$ cat src/rtl/ser_reg_file_burst_pkg.sv
// Shared definitions for the bit-serial burst register file: FSM encodings and
// elaboration-time sizing helpers.
package ser_reg_file_burst_pkg;

  localparam logic [1:0] StIdle = 2'd0;
  localparam logic [1:0] StAddr = 2'd1;
  localparam logic [1:0] StData = 2'd2;

  function automatic int unsigned clog2(input int unsigned value);
    int unsigned result;
    result = 0;
    for (int i = 0; i < 32; i++) begin
      if ((32'd1 << i) < value) result = i + 1;
    end
    return result;
  endfunction

  function automatic int unsigned max_u(input int unsigned a, input int unsigned b);
    return (a > b) ? a : b;
  endfunction

endpackage

$ cat src/rtl/ser_reg_file_burst_addr_dec.sv
// Combinational sparse-map decoder: serial address to one-hot register hit,
// plus read-only and unmapped flags.
module ser_reg_file_burst_addr_dec #(
  parameter int unsigned                  N_REG      = 5,
  parameter int unsigned                  ADDR_WIDTH = 8,
  parameter logic [N_REG*ADDR_WIDTH-1:0] ADDR_MAP   = 40'h5506A17834,
  parameter logic [N_REG-1:0]            RO_MASK    = 5'b10000
) (
  input  logic [ADDR_WIDTH-1:0] addr_i,
  output logic [N_REG-1:0]      hit_o,
  output logic                  ro_o,
  output logic                  unmapped_o
);

  always_comb begin
    hit_o = '0;
    for (int i = 0; i < N_REG; i++) begin
      hit_o[i] = (addr_i == ADDR_MAP[i*ADDR_WIDTH +: ADDR_WIDTH]);
    end
  end

  assign ro_o       = |(hit_o & RO_MASK);
  assign unmapped_o = ~|hit_o;

endmodule

$ cat src/rtl/ser_reg_file_burst.sv
// Bit-serial register file with auto-increment bursts, atomic write commit,
// read snapshot, error pulse and parallel register outputs.
module ser_reg_file_burst
  import ser_reg_file_burst_pkg::*;
#(
  parameter int unsigned                  N_REG      = 5,
  parameter int unsigned                  ADDR_WIDTH = 8,
  parameter int unsigned                  DATA_WIDTH = 8,
  parameter logic [N_REG*ADDR_WIDTH-1:0] ADDR_MAP   = 40'h5506A17834,
  parameter logic [N_REG*DATA_WIDTH-1:0] INIT_VAL   = '0,
  parameter logic [N_REG-1:0]            RO_MASK    = 5'b10000
) (
  input  logic                        clk_i,
  input  logic                        rst_ni,
  input  logic                        rd_en_i,
  input  logic                        wr_en_i,
  input  logic                        din_i,
  input  logic [N_REG*DATA_WIDTH-1:0] ro_data_i,
  output logic                        dout_o,
  output logic                        dout_vld_o,
  output logic                        busy_o,
  output logic                        err_o,
  output logic [N_REG-1:0]            wr_stb_o,
  output logic [N_REG*DATA_WIDTH-1:0] reg_q_o
);

  localparam int unsigned AW   = ADDR_WIDTH;
  localparam int unsigned DW   = DATA_WIDTH;
  localparam int unsigned CntW = clog2(max_u(AW, DW) + 1);

  logic [1:0]              state_q, state_d;
  logic                    dir_q, dir_d;  // 1 = write frame
  logic [CntW-1:0]         cnt_q, cnt_d;
  logic [AW-1:0]           addr_q, addr_d;
  logic [DW-2:0]           shadow_q, shadow_d;
  logic [DW-1:0]           snap_q, snap_d;
  logic                    dout_q, dout_d;
  logic                    vld_q, vld_d;
  logic                    err_q, err_d;
  logic [N_REG-1:0]        stb_q, stb_d;
  logic [N_REG-1:0]        hit_q, hit_d;
  logic                    ro_q, ro_d;
  logic                    unm_q, unm_d;
  logic [N_REG*DW-1:0]     regs_q, regs_d;

  logic                    last;
  logic                    cont;
  logic [AW-1:0]           addr_full;
  logic [AW-1:0]           dec_addr;
  logic [N_REG-1:0]        dec_hit;
  logic                    dec_ro;
  logic                    dec_unm;
  logic [DW-1:0]           rd_word;
  logic [DW-1:0]           wdata;

  assign last      = (cnt_q == CntW'(1));
  assign cont      = dir_q ? wr_en_i : rd_en_i;
  assign addr_full = {addr_q[AW-2:0], din_i};
  assign wdata     = {shadow_q, din_i};
  // First word decodes the freshly shifted address; later words the incremented one.
  assign dec_addr  = (state_q == StAddr) ? addr_full : addr_q + AW'(1);

  ser_reg_file_burst_addr_dec #(
    .N_REG      (N_REG),
    .ADDR_WIDTH (AW),
    .ADDR_MAP   (ADDR_MAP),
    .RO_MASK    (RO_MASK)
  ) u_addr_dec (
    .addr_i     (dec_addr),
    .hit_o      (dec_hit),
    .ro_o       (dec_ro),
    .unmapped_o (dec_unm)
  );

  always_comb begin
    rd_word = '0;
    for (int i = 0; i < N_REG; i++) begin
      if (dec_hit[i]) begin
        rd_word = rd_word | (RO_MASK[i] ? ro_data_i[i*DW +: DW] : regs_q[i*DW +: DW]);
      end
    end
  end

  always_comb begin
    state_d  = state_q;
    dir_d    = dir_q;
    cnt_d    = cnt_q;
    addr_d   = addr_q;
    shadow_d = shadow_q;
    snap_d   = snap_q;
    dout_d   = dout_q;
    vld_d    = vld_q;
    hit_d    = hit_q;
    ro_d     = ro_q;
    unm_d    = unm_q;
    regs_d   = regs_q;
    err_d    = 1'b0;
    stb_d    = '0;
    case (state_q)
      StIdle: begin
        if (rd_en_i || wr_en_i) begin
          state_d = StAddr;
          dir_d   = wr_en_i;
          cnt_d   = CntW'(AW);
        end
      end
      StAddr: begin
        addr_d = addr_full;
        cnt_d  = cnt_q - CntW'(1);
        if (last) begin
          state_d = StData;
          cnt_d   = CntW'(DW);
          hit_d   = dec_hit;
          ro_d    = dec_ro;
          unm_d   = dec_unm;
          if (!dir_q) begin
            dout_d = rd_word[DW-1];
            snap_d = rd_word << 1;
            vld_d  = 1'b1;
          end
        end
      end
      StData: begin
        cnt_d    = cnt_q - CntW'(1);
        shadow_d = wdata[DW-2:0];
        if (!dir_q) begin
          dout_d = snap_q[DW-1];
          snap_d = snap_q << 1;
        end
        if (last) begin
          err_d = unm_q | (dir_q & ro_q);
          if (dir_q) begin
            for (int i = 0; i < N_REG; i++) begin
              if (hit_q[i] && !RO_MASK[i]) begin
                regs_d[i*DW +: DW] = wdata;
                stb_d[i]           = 1'b1;
              end
            end
          end
          if (cont) begin
            addr_d = addr_q + AW'(1);
            cnt_d  = CntW'(DW);
            hit_d  = dec_hit;
            ro_d   = dec_ro;
            unm_d  = dec_unm;
            if (!dir_q) begin
              dout_d = rd_word[DW-1];
              snap_d = rd_word << 1;
            end
          end else begin
            state_d = StIdle;
            dout_d  = 1'b0;
            vld_d   = 1'b0;
          end
        end
      end
      default: state_d = StIdle;
    endcase
  end

  always_ff @(posedge clk_i or negedge rst_ni) begin
    if (!rst_ni) begin
      state_q  <= StIdle;
      dir_q    <= 1'b0;
      cnt_q    <= '0;
      addr_q   <= '0;
      shadow_q <= '0;
      snap_q   <= '0;
      dout_q   <= 1'b0;
      vld_q    <= 1'b0;
      err_q    <= 1'b0;
      stb_q    <= '0;
      hit_q    <= '0;
      ro_q     <= 1'b0;
      unm_q    <= 1'b0;
      for (int i = 0; i < N_REG; i++) begin
        regs_q[i*DW +: DW] <= RO_MASK[i] ? '0 : INIT_VAL[i*DW +: DW];
      end
    end else begin
      state_q  <= state_d;
      dir_q    <= dir_d;
      cnt_q    <= cnt_d;
      addr_q   <= addr_d;
      shadow_q <= shadow_d;
      snap_q   <= snap_d;
      dout_q   <= dout_d;
      vld_q    <= vld_d;
      err_q    <= err_d;
      stb_q    <= stb_d;
      hit_q    <= hit_d;
      ro_q     <= ro_d;
      unm_q    <= unm_d;
      regs_q   <= regs_d;
    end
  end

  assign dout_o     = dout_q;
  assign dout_vld_o = vld_q;
  assign busy_o     = (state_q != StIdle);
  assign err_o      = err_q;
  assign wr_stb_o   = stb_q;
  assign reg_q_o    = regs_q;

endmodule

$ cat config.mk
export PLATFORM = sky130hd
export DESIGN_NAME = ser_reg_file_burst
export DESIGN_NICKNAME = d
export VERILOG_FILES = /design/src/rtl/ser_reg_file_burst_pkg.sv /design/src/rtl/ser_reg_file_burst_addr_dec.sv /design/src/rtl/ser_reg_file_burst.sv
export SDC_FILE = /design/constraint.sdc
export NUM_CORES = 1
export LEC_CHECK = 0
export BUFFER_PORTS_ARGS = -buffer_cell sky130_fd_sc_hd__buf_4
export CELL_PAD_IN_SITES_DETAIL_PLACEMENT = 0
export CELL_PAD_IN_SITES_GLOBAL_PLACEMENT = 1
export CORE_ASPECT_RATIO = 1.25
export CORE_MARGIN = 3
export CORE_UTILIZATION = 37
export CTS_CLUSTER_SIZE = 12
export DETAILED_ROUTE_END_ITERATION = 8
export MAX_ROUTING_LAYER = met4
export PLACE_DENSITY_LB_ADDON = 0.1
export RECOVER_POWER = 100
export REMOVE_ABC_BUFFERS = 1
export SLEW_MARGIN = 0
export SYNTH_ARGS = -nofsm -noshare
export SYNTH_HDL_FRONTEND = slang
export SYNTH_SLANG_ARGS = --single-unit
$ cat constraint.sdc
create_clock -name clk_i -period 2.1 [get_ports clk_i]
set_input_delay 0.105 -clock clk_i [delete_from_list [all_inputs] [get_ports clk_i]]
set_output_delay 0.105 -clock clk_i [all_outputs]
set_load 0.005 [all_outputs]
Word-level counts from Yosys, hierarchy flattened:

Cells that the tools add are included.

* add/subtract/negate cells: 2
* equality and inequality tests: 14
* mux-type cells: 60
* bitwise logic cells: 6
* reduce and logical (&&, ||, !) cells: 18

Operators by type and width (count)
* $mux 8: 14
* $mux 4: 10
* $or 8x8->8: 4
* $pmux 8 s2: 2
* $reduce_and 4->1: 6
* $mux 1: 23
* $eq 8x7->1 const B: 2
* $ne 2x2->1 const B: 6
* $pmux 4 s3: 1
* $add 8x1->8 const B: 1
* $eq 8x3->1 const B: 1
* $eq 8x6->1 const B: 1
* $eq 8x8->1 const B: 1
* $mux 2: 4
* $pmux 1 s2: 4
* $pmux 4 s2: 1
* $pmux 2 s3: 1
* $reduce_and 3->1: 2
* $reduce_and 5->1: 1
* $reduce_or 5->1: 1
* $eq 4x1->1 const B: 1
* $reduce_and 2->1: 2
* $reduce_bool 2->1: 2
* $sub 4x1->4 const B: 1
* 8 further kinds: 8

* register bits after elaboration: 75
* input port bits: 45
* output and inout bits: 49
* word-level logic and storage cells: 117

Logic depth before layout (Yosys ltp):

* depth in word-level cells: 16
* depth in mapped cells: 12
* depth with buffers taken out: 9

Hierarchy:

From an unflattened synthesis, not the netlist that was laid out.

* cells, all modules: 406
* area total of the unflattened synthesis: 4226.6 um2

By module, submodules not included
* ser_reg_file_burst: instances 1, cells each 385, area each 4062.6 um2, seq. area each 1876.8 um2
* ser_reg_file_burst_addr_dec: instances 1, cells each 21, area each 163.9 um2, seq. area each 0.0 um2

Worst setup path after synthesis:

No wires, ideal clock.

* kind: reg-to-reg
* start: register state_q[1]
* end: register unm_q
* library setup time: 0.120 ns
* arrival: 2.092 ns
* data required time: 1.980 ns
* slack: -0.112 ns
* stages on the path, launching flop included: 12
* path buffers: 3
* clock period less this slack: 2.212 ns
* cell sequence: dfrtp_1 -> inv_1 -> ha_1 -> buf_2 -> buf_2 -> buf_2 -> nand4_1 -> o21ai_0 -> nand4b_1 -> nor2_1 -> o21ai_0 -> and3_1

* longest elaborated chain between the ends: 8
* elaborated cells between the ends (all ways): 19
* classes of those cells: eq/ne (10); mux (5); reduce/logical (4)

RTL lines
* start: declaration: line ser_reg_file_burst.sv:31 `logic [1:0] state_q, state_d;`
* start signal: assignment: line ser_reg_file_burst.sv:163 `state_q <= StIdle;`
* start signal: assignment: line ser_reg_file_burst.sv:180 `state_q <= state_d;`
* $eq 2x1->1: line ser_reg_file_burst.sv:61, ser_reg_file_burst.sv:99
* $mux 8: line ser_reg_file_burst.sv:61 `assign dec_addr = (state_q == StAddr) ? addr_full : addr_q + AW'(1);`
* $eq 8x6->1 (tied with other cells): line ser_reg_file_burst_addr_dec.sv:18 `hit_o[i] = (addr_i == ADDR_MAP[i*ADDR_WIDTH +: ADDR_WIDTH]);`
* $reduce_or 5->1: line ser_reg_file_burst_addr_dec.sv:23 `assign unmapped_o = ~|hit_o;`
* $logic_not 1->1: line ser_reg_file_burst_addr_dec.sv:23
* $mux 1: line ser_reg_file_burst.sv:140 `if (cont) begin`
* $mux 1: line ser_reg_file_burst.sv:130 `if (last) begin`
* $pmux 1 s2: line ser_reg_file_burst.sv:99 `case (state_q)`
* end signal: assignment: line ser_reg_file_burst.sv:192 `unm_q <= unm_d;`
* end: declaration: line ser_reg_file_burst.sv:43 `logic unm_q, unm_d;`

Several ways; a longest one is shown, not always the timed one. The select of a mux whose other input is x is not followed.
A chain may end at the register's enable or synchronous reset.

Final worst setup path:

* start: register state_q[0]
* end: register unm_q

Same word-level chain as after synthesis.

==> results.yml <==
timing:
  slew_violations: 0
  setup_violations: 24
  hold_ws_ns: 0.03321
  final-hold-violation-count: 0
  final_period_minus_worst_setup_slack_ns: 2.185
  fin_skew_ns: 0.009436
  tightest_slew_ns: 1.302
  timing.final.crit_share_pct: 104.0
  max_freq_ghz: 0.4578
  layout_setup_ws_ns: -0.08452
  rsz0062_at_grt: "true"
  slew_headroom_pct: 13.19
critical_path:
  arrival_ns: 2.41
  crit_cells: 9
  rr_endpoint: "unm_q"
  r2r_slack_ns: -0.08
  startpoint: "state_q[0]"
  reg2reg_from: "state_q[0]"
  required_ns: 2.33
  cpMostUsedCell: "buf_6"
  critPathSlowestCell: "dfrtp_1"
  crit_path_end_kind: "flip-flop"
  start_kind: "flip-flop"
  crit_path_max_fanout: 11
  r2r_cells: 9
  crit_buf_inv: 3
  crit_type: "reg2reg"
  path_delay_family: "compound AO/OA/AOI/OAI gates"
  critPathCapture: "unm_q"
  slowest_delay_ns: 0.41
  cp_cell_sequence: "ha_4, buf_6, buf_4, mux2i_1, a221o_1, a211oi_2, buf_6, nand4_1, and3_1"
die:
  core_area_sq_um: 10830
  start_util_pct: 38.71
  die_height_um: 125.0
  fp-row-count: 42
  die_area_sq_um: 12650
  io-pin-count: 94
  dieWidth_um: 101.2
global_route:
  grt_first_pass_wirelength_mm: 21.09
  grt-ovfl-total: 0
  grt_max_degree: 52
  grt_pass1_vias: 3902
  grt.total_usage_pct: 22.07
  grt_antenna_before_repair: 0
finish:
  multi_input_area_sq_um: 2268
  n_fill_cell: 1011
  final_common_cell: "buf_4"
  num-nets-final: 618
  area_growth_syn_to_layout_pct: 39.15
  seq_area_sq_um: 1879
  final_cell_mix: "buf_4 (82), dfrtp_1 (73), nand2_1 (54), mux2_2 (40), clkbuf_4 (40)"
  antennaDiodeCount: 0
  drive_gt1_share_pct: 41.51
placed_design:
  dp_hpwl_mm: 9.410
  gp_congestion: 0.9186
  io_buffers: 52
yosys:
  ys_types: 54
  ys_warn_count: 0
  syn_area_sq_um: 4190
  synth_edf_count: 0
  ys_seq_area_share_pct: 44.79
  ys.flop_type: "dfrtp_1"
  postSynth.asyncResetShare_pct: 100.0
  ys_seq_elements: 75
  syn_inst: 435
  syn_area_per_cell_sq_um: 9.633
drt:
  dr.pass1.iters: 4
  vias_per_cell: 5.447
  routed_wl_mm: 12.99
  ant_nets: 0
  vias: 3829
  wl_per_cell_um: 18.48
  drc: 0
  initialDrtViolationCount: 169
flow_run:
  maxCapViolCount: 0
status:
  violations: "negative setup slack"
  outcome: "complete, but fails checks"
clock_network:
  cts_sinks: 75
  worstSkewPairLatency_ns: 0.34
  clockBufferDepth: 2
  cts_max_level: 3
  cts_tree: "built"
  numCtsBuffers: 9
  clk_pin_slew_worst_paths_ns: 0.06
  cts_root_buffer: "clkbuf_16"
power:
  vdd.ir_drop.worst_uv: 583.3
  power.total_w: 0.008250
  p_leak_nw: 2.661
  p_per_area_nw_per_um2: 1415
min_path:
  hold_class: "in2reg"
report_power, final:
group	switching [W]	total, W	internal, W
clock network	0.000640	0.00169	0.00105
logic	0.00237	0.00456	0.00219
registers	0.000307	0.00200	0.00169
total	0.00332	0.00825	0.00493
worst register-to-register path, stage by stage (launching register included):
cell and delay (ns):
dfrtp_1 0.41, ha_4 0.19, buf_6 0.13, buf_4 0.15, mux2i_1 0.12, a221o_1 0.39
a211oi_2 0.20, buf_6 0.21, nand4_1 0.10, and3_1 0.18
per-layer routing:
metal	vias to the layer above	share of wire, %	GRT usage [%]
li1	1847	-	-
met1	1888	42	27.20
met2	75	53	36.63
met3	19	3.1	3.510
met4	0	2.0	7.199
met5	-	0	-
worst min path at each step:
stage	from	end	slack [ns]	cells after the start
final	wr_en_i	dir_q	0.03	2
after global routing	wr_en_i	dir_q	0.03	2
after CTS	wr_en_i	dir_q	0.03	2
after detailed placement	rst_ni	reg_q_o[24]	0.18	1
after global placement	rst_ni	reg_q_o[24]	0.18	1
after floorplan	rst_ni	addr_q[0]	-0.19	0
area by class of cell:
class | instances | share of cell area, %
multi-input cells | 321 | 38.91
flip-flops and latches | 75 | 32.23
repair buffers | 146 | 19.64
clock buffers | 9 | 3.863
well taps | 132 | 2.833
clock inverters | 7 | 1.695
inverters | 13 | 0.8369
flip-flops by register name, indices dropped and copies added, names as in the netlist:
register / count
state_q: 2
hit_q: 4
addr_q: 8
shadow_q: 7
ro_q: 1
wr_stb_o: 4
unm_q: 1
snap_q: 8
dir_q: 1
cnt_q: 4
err_o: 1
reg_q_o: 32
dout_o: 1
dout_vld_o: 1
cells by family after synthesis:
family          count (synthesis)  synth area share [%]
simple gates                  141                 16.12
mux                            43                 11.47
buf+inv                        47                 5.375
xor+xnor                        3                0.6272
compound gates                118                 19.44
flops                          75                 44.79
fa+ha+maj                       7                 2.090
other cells                     1               0.08949
metrics by stage:
stage / setup slack [ns] / instance area (sq um) / TNS (ns) / util, % / std cells
CTS: -0.07704 / 5733 / -0.5357 / 52.96 / 697
global placement: -0.2216 / 5248 / -2.162 / 48.47 / 672
floorplan: -1.184 / 4044 / -14.04 / - / 409
finish: -0.08452 / 5831 / -0.6079 / 53.86 / 703
detailed placement: -0.2172 / 5248 / -2.379 / 48.47 / 672
global route: -0.1888 / 5831 / -5.989 / 53.86 / 703
what timing repair did:
action	in CTS	in global routing
hold buffers	1	0
buffers inserted	5	7
pin swaps	13	20
resized for setup	31	27
cloned	3	0
hold endpoints to repair	49	0
setup endpoints to repair	18	21
cells in the mapped netlist (6+ instances only):
library cell,count,area (sq um)
a22oi_1,9,67.56
clkbuf_1,12,45.04
nor3_1,6,30.03
nand2b_1,7,43.79
a21oi_1,24,120.1
nand3_1,13,65.06
ha_1,7,87.58
dfrtp_1,75,1877
nand2_1,56,210.2
a31oi_1,7,43.79
a22o_1,11,96.34
nor2_1,30,112.6
o21ai_0,17,85.08
o22ai_1,7,43.79
a211oi_1,7,52.55
o21ai_1,10,50.05
mux2_2,40,450.4
buf_2,12,60.06
inv_1,13,48.80
buf_4,9,67.56
Power figures use the tool's default switching activity.
